**src/rtl/mem_req_master_if.sv**
```systemverilog
// Bundles the command/response handshake from the core and the strobe/done
// handshake to the word memory seen by mem_req_master.
interface mem_req_master_if #(
  parameter int ADDR_W = 8,
  parameter int DATA_W = 32
);
  logic              cmd_valid;
  logic              cmd_ready;
  logic              cmd_we;
  logic [ADDR_W-1:0] cmd_addr;
  logic [DATA_W-1:0] cmd_wdata;
  logic              rsp_valid;
  logic              rsp_ready;
  logic [DATA_W-1:0] rsp_rdata;
  logic              rsp_err;
  logic              busy;
  logic              mem_write;
  logic              mem_read;
  logic [ADDR_W-1:0] mem_write_addr;
  logic [ADDR_W-1:0] mem_read_addr;
  logic [DATA_W-1:0] mem_wr_data;
  logic [DATA_W-1:0] mem_rd_data;
  logic              mem_wr_done;
  logic              mem_rd_done;

  modport master (
    input  cmd_valid, cmd_we, cmd_addr, cmd_wdata, rsp_ready,
    input  mem_rd_data, mem_wr_done, mem_rd_done,
    output cmd_ready, rsp_valid, rsp_rdata, rsp_err, busy,
    output mem_write, mem_read, mem_write_addr, mem_read_addr, mem_wr_data
  );

  modport slave (
    output cmd_valid, cmd_we, cmd_addr, cmd_wdata, rsp_ready,
    output mem_rd_data, mem_wr_done, mem_rd_done,
    input  cmd_ready, rsp_valid, rsp_rdata, rsp_err, busy,
    input  mem_write, mem_read, mem_write_addr, mem_read_addr, mem_wr_data
  );
endinterface

```
**src/rtl/mem_req_master.sv**
```systemverilog
// Single-word memory initiator: holds the read/write strobe until the memory's
// done flag (or a timeout), then returns exactly one response per command.
//
// state    | meaning
// S_IDLE   | ready for a command
// S_WR_REQ | write strobe high, waiting for mem_wr_done
// S_RD_REQ | read strobe high, waiting for mem_rd_done
// S_RESP   | response held until rsp_ready
// S_GAP    | one cycle with strobes low so the memory clears its done flag
module mem_req_master #(
  parameter int ADDR_W  = 8,
  parameter int DATA_W  = 32,
  parameter int TIMEOUT = 64
) (
  input  logic              clk,
  input  logic              rst,
  mem_req_master_if.master  bus
);

  localparam int CNT_W = (TIMEOUT > 2) ? $clog2(TIMEOUT) : 1;
  localparam logic [CNT_W-1:0] CNT_LAST = CNT_W'(TIMEOUT - 1);

  typedef enum logic [2:0] {
    S_IDLE   = 3'd0,
    S_WR_REQ = 3'd1,
    S_RD_REQ = 3'd2,
    S_RESP   = 3'd3,
    S_GAP    = 3'd4
  } state_t;

  state_t            state_q, state_d;
  logic [CNT_W-1:0]  cnt_q, cnt_d;
  logic [ADDR_W-1:0] wr_addr_q, wr_addr_d;
  logic [ADDR_W-1:0] rd_addr_q, rd_addr_d;
  logic [DATA_W-1:0] wr_data_q, wr_data_d;
  logic [DATA_W-1:0] rdata_q, rdata_d;
  logic              err_q, err_d;
  logic              accept;
  logic              timed_out;

  // cmd_ready is gated by rst so nothing is accepted during the reset cycle
  assign bus.cmd_ready = (state_q == S_IDLE) && !rst;
  assign accept        = bus.cmd_valid && bus.cmd_ready;
  assign timed_out     = (cnt_q == CNT_LAST);

  always_comb begin
    state_d   = state_q;
    cnt_d     = cnt_q;
    wr_addr_d = wr_addr_q;
    rd_addr_d = rd_addr_q;
    wr_data_d = wr_data_q;
    rdata_d   = rdata_q;
    err_d     = err_q;
    case (state_q)
      S_IDLE: begin
        cnt_d = '0;
        if (accept) begin
          if (bus.cmd_we) begin
            wr_addr_d = bus.cmd_addr;
            wr_data_d = bus.cmd_wdata;
            state_d   = S_WR_REQ;
          end else begin
            rd_addr_d = bus.cmd_addr;
            state_d   = S_RD_REQ;
          end
        end
      end
      S_WR_REQ: begin
        // done is checked before the timeout so a same-cycle done wins
        if (bus.mem_wr_done) begin
          rdata_d = '0;
          err_d   = 1'b0;
          state_d = S_RESP;
        end else if (timed_out) begin
          rdata_d = '0;
          err_d   = 1'b1;
          state_d = S_RESP;
        end else begin
          cnt_d = cnt_q + 1'b1;
        end
      end
      S_RD_REQ: begin
        if (bus.mem_rd_done) begin
          rdata_d = bus.mem_rd_data;
          err_d   = 1'b0;
          state_d = S_RESP;
        end else if (timed_out) begin
          rdata_d = '0;
          err_d   = 1'b1;
          state_d = S_RESP;
        end else begin
          cnt_d = cnt_q + 1'b1;
        end
      end
      S_RESP: begin
        if (bus.rsp_ready) state_d = S_GAP;
      end
      S_GAP:   state_d = S_IDLE;
      default: state_d = S_IDLE;
    endcase
  end

  always_ff @(posedge clk) begin
    if (rst) begin
      state_q   <= S_IDLE;
      cnt_q     <= '0;
      wr_addr_q <= '0;
      rd_addr_q <= '0;
      wr_data_q <= '0;
      rdata_q   <= '0;
      err_q     <= 1'b0;
    end else begin
      state_q   <= state_d;
      cnt_q     <= cnt_d;
      wr_addr_q <= wr_addr_d;
      rd_addr_q <= rd_addr_d;
      wr_data_q <= wr_data_d;
      rdata_q   <= rdata_d;
      err_q     <= err_d;
    end
  end

  assign bus.mem_write      = (state_q == S_WR_REQ);
  assign bus.mem_read       = (state_q == S_RD_REQ);
  assign bus.mem_write_addr = wr_addr_q;
  assign bus.mem_read_addr  = rd_addr_q;
  assign bus.mem_wr_data    = wr_data_q;
  assign bus.rsp_valid      = (state_q == S_RESP);
  assign bus.rsp_rdata      = rdata_q;
  assign bus.rsp_err        = err_q;
  assign bus.busy           = (state_q != S_IDLE);

endmodule

```
**src/flat_wrapper.sv**
```systemverilog
// flat-port wrapper written by rule: the top's interface ports become plain ports
module mem_req_master_flat 
#(
  parameter int ADDR_W  = 8,
  parameter int DATA_W  = 32,
  parameter int TIMEOUT = 64
)
  (clk, rst, bus_cmd_valid, bus_cmd_we, bus_cmd_addr, bus_cmd_wdata, bus_rsp_ready, bus_mem_rd_data, bus_mem_wr_done, bus_mem_rd_done, bus_cmd_ready, bus_rsp_valid, bus_rsp_rdata, bus_rsp_err, bus_busy, bus_mem_write, bus_mem_read, bus_mem_write_addr, bus_mem_read_addr, bus_mem_wr_data);
  mem_req_master_if #(.ADDR_W(ADDR_W), .DATA_W(DATA_W)) bus_i ();
  input  logic clk;
  input  logic rst;
  input wire logic [$bits(bus_i.cmd_valid)-1:0] bus_cmd_valid;
  input wire logic [$bits(bus_i.cmd_we)-1:0] bus_cmd_we;
  input wire logic [$bits(bus_i.cmd_addr)-1:0] bus_cmd_addr;
  input wire logic [$bits(bus_i.cmd_wdata)-1:0] bus_cmd_wdata;
  input wire logic [$bits(bus_i.rsp_ready)-1:0] bus_rsp_ready;
  input wire logic [$bits(bus_i.mem_rd_data)-1:0] bus_mem_rd_data;
  input wire logic [$bits(bus_i.mem_wr_done)-1:0] bus_mem_wr_done;
  input wire logic [$bits(bus_i.mem_rd_done)-1:0] bus_mem_rd_done;
  output wire logic [$bits(bus_i.cmd_ready)-1:0] bus_cmd_ready;
  output wire logic [$bits(bus_i.rsp_valid)-1:0] bus_rsp_valid;
  output wire logic [$bits(bus_i.rsp_rdata)-1:0] bus_rsp_rdata;
  output wire logic [$bits(bus_i.rsp_err)-1:0] bus_rsp_err;
  output wire logic [$bits(bus_i.busy)-1:0] bus_busy;
  output wire logic [$bits(bus_i.mem_write)-1:0] bus_mem_write;
  output wire logic [$bits(bus_i.mem_read)-1:0] bus_mem_read;
  output wire logic [$bits(bus_i.mem_write_addr)-1:0] bus_mem_write_addr;
  output wire logic [$bits(bus_i.mem_read_addr)-1:0] bus_mem_read_addr;
  output wire logic [$bits(bus_i.mem_wr_data)-1:0] bus_mem_wr_data;
  assign bus_i.cmd_valid = bus_cmd_valid;
  assign bus_i.cmd_we = bus_cmd_we;
  assign bus_i.cmd_addr = bus_cmd_addr;
  assign bus_i.cmd_wdata = bus_cmd_wdata;
  assign bus_i.rsp_ready = bus_rsp_ready;
  assign bus_i.mem_rd_data = bus_mem_rd_data;
  assign bus_i.mem_wr_done = bus_mem_wr_done;
  assign bus_i.mem_rd_done = bus_mem_rd_done;
  assign bus_cmd_ready = bus_i.cmd_ready;
  assign bus_rsp_valid = bus_i.rsp_valid;
  assign bus_rsp_rdata = bus_i.rsp_rdata;
  assign bus_rsp_err = bus_i.rsp_err;
  assign bus_busy = bus_i.busy;
  assign bus_mem_write = bus_i.mem_write;
  assign bus_mem_read = bus_i.mem_read;
  assign bus_mem_write_addr = bus_i.mem_write_addr;
  assign bus_mem_read_addr = bus_i.mem_read_addr;
  assign bus_mem_wr_data = bus_i.mem_wr_data;
  mem_req_master #(.ADDR_W(ADDR_W), .DATA_W(DATA_W), .TIMEOUT(TIMEOUT)) u_core (.clk(clk), .rst(rst), .bus(bus_i));
endmodule
```
**config.mk**
```make
export PLATFORM = sky130hd
export DESIGN_NAME = mem_req_master_flat
export DESIGN_NICKNAME = d
export VERILOG_FILES = /design/src/rtl/mem_req_master_if.sv /design/src/rtl/mem_req_master.sv /design/src/flat_wrapper.sv
export SDC_FILE = /design/constraint.sdc
export NUM_CORES = 1
export LEC_CHECK = 0
export BUFFER_PORTS_ARGS = -buffer_cell sky130_fd_sc_hd__buf_2
export CAP_MARGIN = 10
export CORE_UTILIZATION = 42
export CTS_BUF_LIST = sky130_fd_sc_hd__clkbuf_2 sky130_fd_sc_hd__clkbuf_4 sky130_fd_sc_hd__clkbuf_8
export CTS_CLUSTER_DIAMETER = 60
export DETAILED_ROUTE_END_ITERATION = 7
export GPL_ROUTABILITY_DRIVEN = 0
export PLACE_DENSITY = 0.78
export SYNTH_ARGS = -nofsm -noshare
export SYNTH_HDL_FRONTEND = slang
export SYNTH_SLANG_ARGS = --single-unit
export TNS_END_PERCENT = 30
```
**constraint.sdc**
```tcl
create_clock -name clk -period 1.6 [get_ports clk]
set_input_delay 0.32 -clock clk [delete_from_list [all_inputs] [get_ports clk]]
set_output_delay 0.32 -clock clk [all_outputs]
set_load 0.02 [all_outputs]
```
==> results of run 1 <==
## stage by stage
stage	setup TNS [ps]	setup slack, ps	util	power, uW	instance area (um^2)
6_report	0	30.5	0.620	4650	4540
5_1_grt	-98.3	-27.2	0.620	4870	4540
4_1_cts	0	2.66	0.607	4650	4450
3_5_place_dp	0	9.71	0.574	3210	4210
3_3_place_gp	0	83.0	0.574	3190	4210
2_1_floorplan	-1090	-36.2	-	2900	3240
## final cells by class
type | instances | area (um^2) | area share
Clock buffer | 10 | 138 | 0.0303
Clock inverter | 6 | 41.3 | 0.00909
Inverter | 4 | 15.0 | 0.00330
Multi-Input combinational cell | 225 | 1330 | 0.294
Sequential cell | 90 | 1810 | 0.399
Tap cell | 99 | 124 | 0.0273
Timing Repair Buffer | 186 | 1080 | 0.237
## timing repair
item	CTS	global route
setup buffers	2	3
cloned	0	1
setup endpoints to repair	37	82
gates resized for setup	15	16
pin swaps	2	2
## state kept, by name, indices dropped and copies added, names as in the netlist
| name | cells |
|---|---|
| u_core.bus.mem_read_addr | 8 |
| u_core.bus.rsp_rdata | 32 |
| u_core.bus.mem_wr_data | 32 |
| u_core.bus.rsp_err | 1 |
| u_core.bus.mem_write_addr | 8 |
| u_core.cnt_q | 6 |
| u_core.state_q | 3 |
## report_power, final
part	total, uW	internal [uW]	switching, uW
clock	1400	606	797
sequential	2400	2340	61.0
combinational	845	374	472
## layer usage
metal | up-vias | part of all wire
met5 | - | 0
met4 | 0 | 0.013
met3 | 8 | 0.044
met2 | 92 | 0.52
met1 | 1435 | 0.42
li1 | 1525 | -
## cells by family after synthesis
| family | count (synthesis) | share of synthesized area |
|---|---|---|
| mux | 10 | 0.0310 |
| fa+ha+maj | 1 | 0.00387 |
| compound gates | 93 | 0.195 |
| simple gates | 119 | 0.155 |
| xor+xnor | 2 | 0.00542 |
| flops | 90 | 0.558 |
| buf+inv | 30 | 0.0519 |
## cells in the final DEF (no fill, tap or decap), types with 3 or more instances in the layout
| master | instances |
|---|---|
| dfxtp_2 | 3 |
| buf_6 | 4 |
| buf_12 | 4 |
| a21oi_1 | 43 |
| clkbuf_8 | 10 |
| inv_1 | 4 |
| mux2i_1 | 10 |
| or3_1 | 3 |
| nand2_1 | 84 |
| a21oi_2 | 4 |
| a22o_1 | 31 |
| nor2_1 | 13 |
| clkinvlp_4 | 3 |
| buf_4 | 17 |
| o21ai_0 | 3 |
| buf_2 | 160 |
| dfxtp_1 | 85 |
| nor2_2 | 4 |
## worst max path at each step
stage	from	endpoint	slack, ps	cells after the start
floorplan	u_core.state_q[1]	u_core.bus.rsp_rdata[10]	-40	6
global placement	u_core.cnt_q[0]	u_core.bus.rsp_rdata[12]	80	6
detailed placement	u_core.state_q[1]	u_core.bus.rsp_rdata[30]	10	5
CTS	u_core.cnt_q[0]	u_core.bus.rsp_rdata[18]	3	6
global route	u_core.state_q[2]	bus_cmd_ready	-30	2
finish	u_core.state_q[0]	bus_mem_read	30	3
==> metrics.txt, run 1 <==
Clock Path Buffers 2; via count 3,060; register area share after synthesis 0.558; Core Region 7330 um^2; initial core utilization 0.441; critical path class flip-flop to output port; skew final 11.4 ps; Slowest-stage cell, CP dfxtp_2; io pins 165; min Tclk post-route 1570 ps; FILL cells 631; flops & latches, synth 90; Max-cap violations 0; R2R setup slack 60 ps; Startpoint Class flip-flop; critical path arrival 1250 ps; min-delay worst type input port to flip-flop; Worst setup EP type output port; cells after synthesis 345; first-pass GRT wire length 13.1 mm; Pleak 0.00214 uW; Worst Hold End u_core.bus.rsp_rdata[19]; global routing usage on met3 0.0406; Post-synth EDFFs 0; DR iter-0 viols 92; Worst Reg-to-Reg Cells 6; Yosys cell types 39; CP Max Fanout 4; die width 89.7 um; DPL Wire Length 5.87 mm; TritonCTS clock tree done; final WL 8.33 mm; worst vdd ir 0.538 mV; maximum clock rate 637 MHz; Netlist Area Pre-Place 3230 um^2; vias in the first global route 2,757; area share of the largest cell type after synthesis 0.558; drt drc 0; H-tree depth reported by CTS 3; largest net degree at the start of global routing 37; ANT cells 0; Slew @ Worst Pin 383 ps; Final setup viols 0; area grow syn2layout 40.6%; placed cells 598; top cells by area, synth dfxtp_1, nand2_1, a22o_1; status finished clean; number of nets in the layout 596; slowest cell delay on critical path 340 ps; Die H 89.7 um; reg2reg end u_core.cnt_q[3]; GR peak layer met2; top cells by count, synth dfxtp_1, nand2_1, a21oi_1; Clk Latency, worst-skew pair 350 ps; CTS Root Cell clkbuf_8; Final Slew Violations 0; placement row count 31; GR Util met2 0.350; Post-Syn Area per Cell 9.36 um^2; Num CTS Buffers 9; Buffers on Ports 164; initial antenna violation count 0; Final Cycle Share 0.981; Hold Path Stages 2; Post-Layout Cell Count 620; CTS hold repair buffers 0; asr flop ratio synth 0; Worst slew margin 0.745; Die ar. 8050 um^2; DR vias/cell 4.94; most instantiated library cell after synthesis dfxtp_1; GRT overflow 0; Req. time, crit path 1280 ps; Hold Vio Cnt, Final 0; delay-heaviest family, CP flip-flops; share of layout cells above drive strength 1 0.438; PwrDens 1020 nW/um^2; gr usage total 0.200; hold_sp bus_mem_rd_data[19]; antenna-violating nets left 0; DR WL/cell 13.4 um; RSZ-0062 raised after global routing yes; first drt pass iteration count 4; Syn. warnings 0; worst hold slack 172 ps; GR Util met1 0.239; clk sinks 90; Synth area leader dfxtp_1; Top FF cell, synth dfxtp_1; CP Buf/Inv Count 2; Worst R2R Start u_core.state_q[0]; Mapped Nets 425; CTS clk-pin slew, worst paths 100 ps; CP cell instances buf_4 -> nor3b_4 -> buf_6
Note: power is estimated with default switching activity, not from simulation.
==> run 2: changes to the inputs <==
--- a/config.mk
+++ b/config.mk
@@ -5,14 +5,14 @@
 export SDC_FILE = /design/constraint.sdc
 export NUM_CORES = 1
 export LEC_CHECK = 0
-export BUFFER_PORTS_ARGS = -buffer_cell sky130_fd_sc_hd__buf_2
 export CAP_MARGIN = 10
-export CORE_UTILIZATION = 42
+export CORE_UTILIZATION = 58
 export CTS_BUF_LIST = sky130_fd_sc_hd__clkbuf_2 sky130_fd_sc_hd__clkbuf_4 sky130_fd_sc_hd__clkbuf_8
 export CTS_CLUSTER_DIAMETER = 60
 export DETAILED_ROUTE_END_ITERATION = 7
+export DONT_BUFFER_PORTS = 1
 export GPL_ROUTABILITY_DRIVEN = 0
-export PLACE_DENSITY = 0.78
+export PLACE_DENSITY = 0.76
 export SYNTH_ARGS = -nofsm -noshare
 export SYNTH_HDL_FRONTEND = slang
 export SYNTH_SLANG_ARGS = --single-unit
==> metrics.txt, run 2 (synthesized netlist as in run 1, its figures left out) <==
status finished clean; critical path arrival 1250 ps; DR WL/cell 16.1 um; maximum clock rate 635 MHz; CTS hold repair buffers 0; Pleak 0.00137 uW; setup TNS 0 ps; skew final 9.04 ps; Worst Reg-to-Reg Cells 6; placement row count 26; first drt pass iteration count 4; Clk Latency, worst-skew pair 340 ps; GRT overflow 0; Slowest-stage cell, CP dfxtp_4; io pins 165; R2R setup slack 60 ps; number of nets in the layout 431; DR iter-0 viols 63; reg2reg end u_core.cnt_q[3]; ANT cells 0; min Tclk post-route 1570 ps; DR vias/cell 5.68; Hold Vio Cnt, Final 0; Hold Path Stages 1; H-tree depth reported by CTS 3; most frequent cells in the layout dfxtp_1, nand2_1, a21oi_1; gr usage total 0.240; Num CTS Buffers 9; critical path class flip-flop to output port; Worst R2R Start u_core.state_q[0]; drt drc 0; hold_sp rst; Worst slew margin 0.801; Final setup viols 0; Req. time, crit path 1280 ps; worst vdd ir 0.676 mV; setup slack after layout 26.0 ps; largest net degree at the start of global routing 57; TritonCTS clock tree done; initial core utilization 0.617; Slew @ Worst Pin 299 ps; CP cell instances buf_4 -> nor3b_4 -> buf_6; Die H 76.6 um; CTS clk-pin slew, worst paths 90 ps; Buffers on Ports 0; DPL Wire Length 4.81 mm; antenna-violating nets left 0; final WL 6.83 mm; Post-Place Setup Slack -7.11 ps; Clock Path Buffers 2; CP Buf/Inv Count 2; area grow syn2layout 13.2%; die width 76.6 um; Startpoint Class flip-flop; first-pass GRT wire length 11.2 mm; initial antenna violation count 0; Final Slew Violations 0; Worst setup EP type output port; share of layout cells above drive strength 1 0.158; via count 2,415; Core Region 5240 um^2; PwrDens 1260 nW/um^2; Worst Hold End u_core.bus.mem_wr_data[26]; CTS Root Cell clkbuf_8; Max-cap violations 0; delay-heaviest family, CP flip-flops; slowest cell delay on critical path 370 ps; min-delay worst type input port to flip-flop; RSZ-0062 raised after global routing yes; commonest non-fill, non-tap cell in the layout dfxtp_1; Die ar. 5870 um^2; clk sinks 90; vias in the first global route 2,335; CP Max Fanout 4; Final Cycle Share 0.984
[run 2: cell count changes in the layout (fill, tap and decap cells not counted), sizes merged]
cell,previous run,this run
buf,185,21
bufinv,0,2
clkbuf,11,9
clkinv,2,3
clkinvlp,3,1
inv,5,4
[run 2: timing repair]
item	CTS	global route
resized for setup	7	15
pin swaps	1	6
setup endpoints to repair	9	43
buffers inserted	0	2
[run 2: per-layer routing]
layer / share of wire / global-route usage / wire length, um
met1: 0.40 / 0.267 / 2720
met4: 0.011 / 0.0942 / 76
met5: 0 / 0 / 0
met3: 0.098 / 0.110 / 670
met2: 0.49 / 0.397 / 3360
[run 2: report_power, final]
part	total (uW)	switching, uW	internal, uW
combinational	480	253	227
clock	1600	735	863
sequential	2530	188	2340
total	4600	1180	3430
[run 2: stage by stage]
| step | instance area [um^2] | hold slack [ps] | total power, uW | utilization | cells |
|---|---|---|---|---|---|
| detailed placement | 3360 | 394 | 3020 | 0.641 | 408 |
| global route | 3660 | 14.9 | 4810 | 0.698 | 425 |
| finish | 3660 | 44.2 | 4600 | 0.698 | 425 |
| CTS | 3580 | 23.9 | 4590 | 0.684 | 423 |
| global placement | 3360 | 393 | 3000 | 0.641 | 408 |
| floorplan | 3240 | 446 | 2900 | - | 345 |
[run 2: how the worst max path moves through the flow]
stage,slack [ps],cells past startpoint,from,end
floorplan,-40,6,u_core.state_q[1],u_core.bus.rsp_rdata[10]
global placement,30,5,u_core.state_q[1],u_core.bus.rsp_rdata[30]
detailed placement,-7,6,u_core.cnt_q[1],u_core.state_q[0]
CTS,-20,2,u_core.state_q[2],bus_cmd_ready
global route,-50,3,u_core.state_q[0],bus_cmd_ready
finish,30,3,u_core.state_q[0],bus_mem_read
[run 2: final cells by class]
class | count | area [um^2]
clock inverter | 6 | 82.6
tap | 70 | 87.6
multi-input combinational | 225 | 1330
fill | 402 | 1580
sequential | 90 | 1810
inverter | 4 | 15.0
clock buffer | 9 | 124
timing repair buffer | 21 | 206
==> run 3: changes to the inputs <==
--- a/config.mk
+++ b/config.mk
@@ -12,7 +12,9 @@
 export DETAILED_ROUTE_END_ITERATION = 7
 export DONT_BUFFER_PORTS = 1
 export GPL_ROUTABILITY_DRIVEN = 0
+export MAX_ROUTING_LAYER = met4
 export PLACE_DENSITY = 0.76
+export SLEW_MARGIN = 5
 export SYNTH_ARGS = -nofsm -noshare
 export SYNTH_HDL_FRONTEND = slang
 export SYNTH_SLANG_ARGS = --single-unit
==> metrics.txt, run 3 (synthesized netlist as in run 1, its figures left out) <==
Req. time, crit path 1280 ps; placement row count 26; maximum clock rate 635 MHz; commonest non-fill, non-tap cell in the layout dfxtp_1; die width 76.6 um; Worst setup EP type output port; gr usage total 0.247; initial core utilization 0.617; TritonCTS clock tree done; worst hold slack 43.3 ps; DPL Wire Length 4.81 mm; hold_sp rst; Core Region 5240 um^2; PwrDens 1260 nW/um^2; Slowest-stage cell, CP dfxtp_4; vias in the first global route 2,334; Final Slew Violations 0; min-delay worst type input port to flip-flop; Die ar. 5870 um^2; DR iter-0 viols 67; DR WL/cell 16.1 um; skew final 8.52 ps; Startpoint Class flip-flop; Worst R2R Start u_core.state_q[0]; Final Core Density 0.698; Hold Path Stages 1; first-pass GRT wire length 11.2 mm; CP Buf/Inv Count 2; status finished clean; Buffers on Ports 0; slowest cell delay on critical path 370 ps; Clk Latency, worst-skew pair 340 ps; Hold Vio Cnt, Final 0; delay-heaviest family, CP flip-flops; Pleak 0.00137 uW; initial antenna violation count 0; share of layout cells above drive strength 1 0.158; CTS hold repair buffers 0; setup slack after layout 26.2 ps; clk sinks 90; Clock Path Buffers 2; min Tclk post-route 1570 ps; number of nets in the layout 431; CTS clk-pin slew, worst paths 80 ps; antenna-violating nets left 0; setup TNS 0 ps; Worst slew margin 0.801; DR vias/cell 5.66; Max-cap violations 0; final WL 6.85 mm; GRT overflow 0; CTS Root Cell clkbuf_8; FILL cells 402; ANT cells 0; Slew @ Worst Pin 298 ps; critical path class flip-flop to output port; Post-Place Setup Slack -7.11 ps; CP cell instances buf_4 -> nor3b_4 -> buf_6; Pwr Total 4610 uW; CP Max Fanout 4; RSZ-0062 raised after global routing yes; area grow syn2layout 13.2%; Worst Reg-to-Reg Cells 6; R2R setup slack 60 ps; reg2reg end u_core.cnt_q[3]; Final Cycle Share 0.984; most frequent cells in the layout dfxtp_1, nand2_1, a21oi_1; Die H 76.6 um; H-tree depth reported by CTS 3; via count 2,405; Final setup viols 0; largest net degree at the start of global routing 57; Num CTS Buffers 9; io pins 165; first drt pass iteration count 4; critical path arrival 1250 ps; Worst Hold End u_core.bus.mem_wr_data[26]; drt drc 0; worst vdd ir 0.672 mV
[run 3: cell counts in the layout (fill, tap and decap cells not counted)]
Identical to the previous run, type by type.
[run 3: worst reg2reg max path: stages (launching register included)]
cell and delay (ps):
dfxtp_4 370, buf_4 170, nor2_2 130, o221ai_2 140, buf_4 170, or3_1 360, a21oi_2 140
[run 3: report_power, final]
part,total [uW],internal [uW],switching [uW]
combinational,482,227,255
sequential,2530,2340,188
clock,1600,863,737
[run 3: stage by stage]
stage          std cells  cell area, um^2
2_1_floorplan        345             3240
3_3_place_gp         408             3360
3_5_place_dp         408             3360
4_1_cts              423             3580
5_1_grt              425             3660
6_report             425             3660
[run 3: layout make-up]
class                   count  area, um^2  area share
clock buffers               9         124      0.0339
well taps                  70        87.6      0.0239
flip-flops and latches     90        1810       0.496
inverters                   4        15.0     0.00411
multi-input cells         225        1330       0.363
repair buffers             21         206      0.0564
clock inverters             6        82.6      0.0226
[run 3: how the worst max path moves through the flow]
stage,startpoint,endpoint,depth (start not counted)
2_1_floorplan,u_core.state_q[1],u_core.bus.rsp_rdata[10],6
3_3_place_gp,u_core.state_q[1],u_core.bus.rsp_rdata[30],5
3_5_place_dp,u_core.cnt_q[1],u_core.state_q[0],6
4_1_cts,u_core.state_q[2],bus_cmd_ready,2
5_1_grt,u_core.state_q[0],bus_cmd_ready,3
6_report,u_core.state_q[0],bus_mem_read,3
[run 3: routing by layer]
layer / routed length (um) / vias up / global-route usage
li1: - / 1195 / -
met1: 2760 / 1098 / 0.273
met2: 3390 / 105 / 0.397
met3: 623 / 7 / 0.101
met4: 80 / 0 / 0.0942
met5: 0 / - / -
[run 3: repair_timing]
action	CTS	global route
resized for setup	7	15
pin swaps	1	6
endpoints found under the setup margin	9	43
buffers inserted	0	2
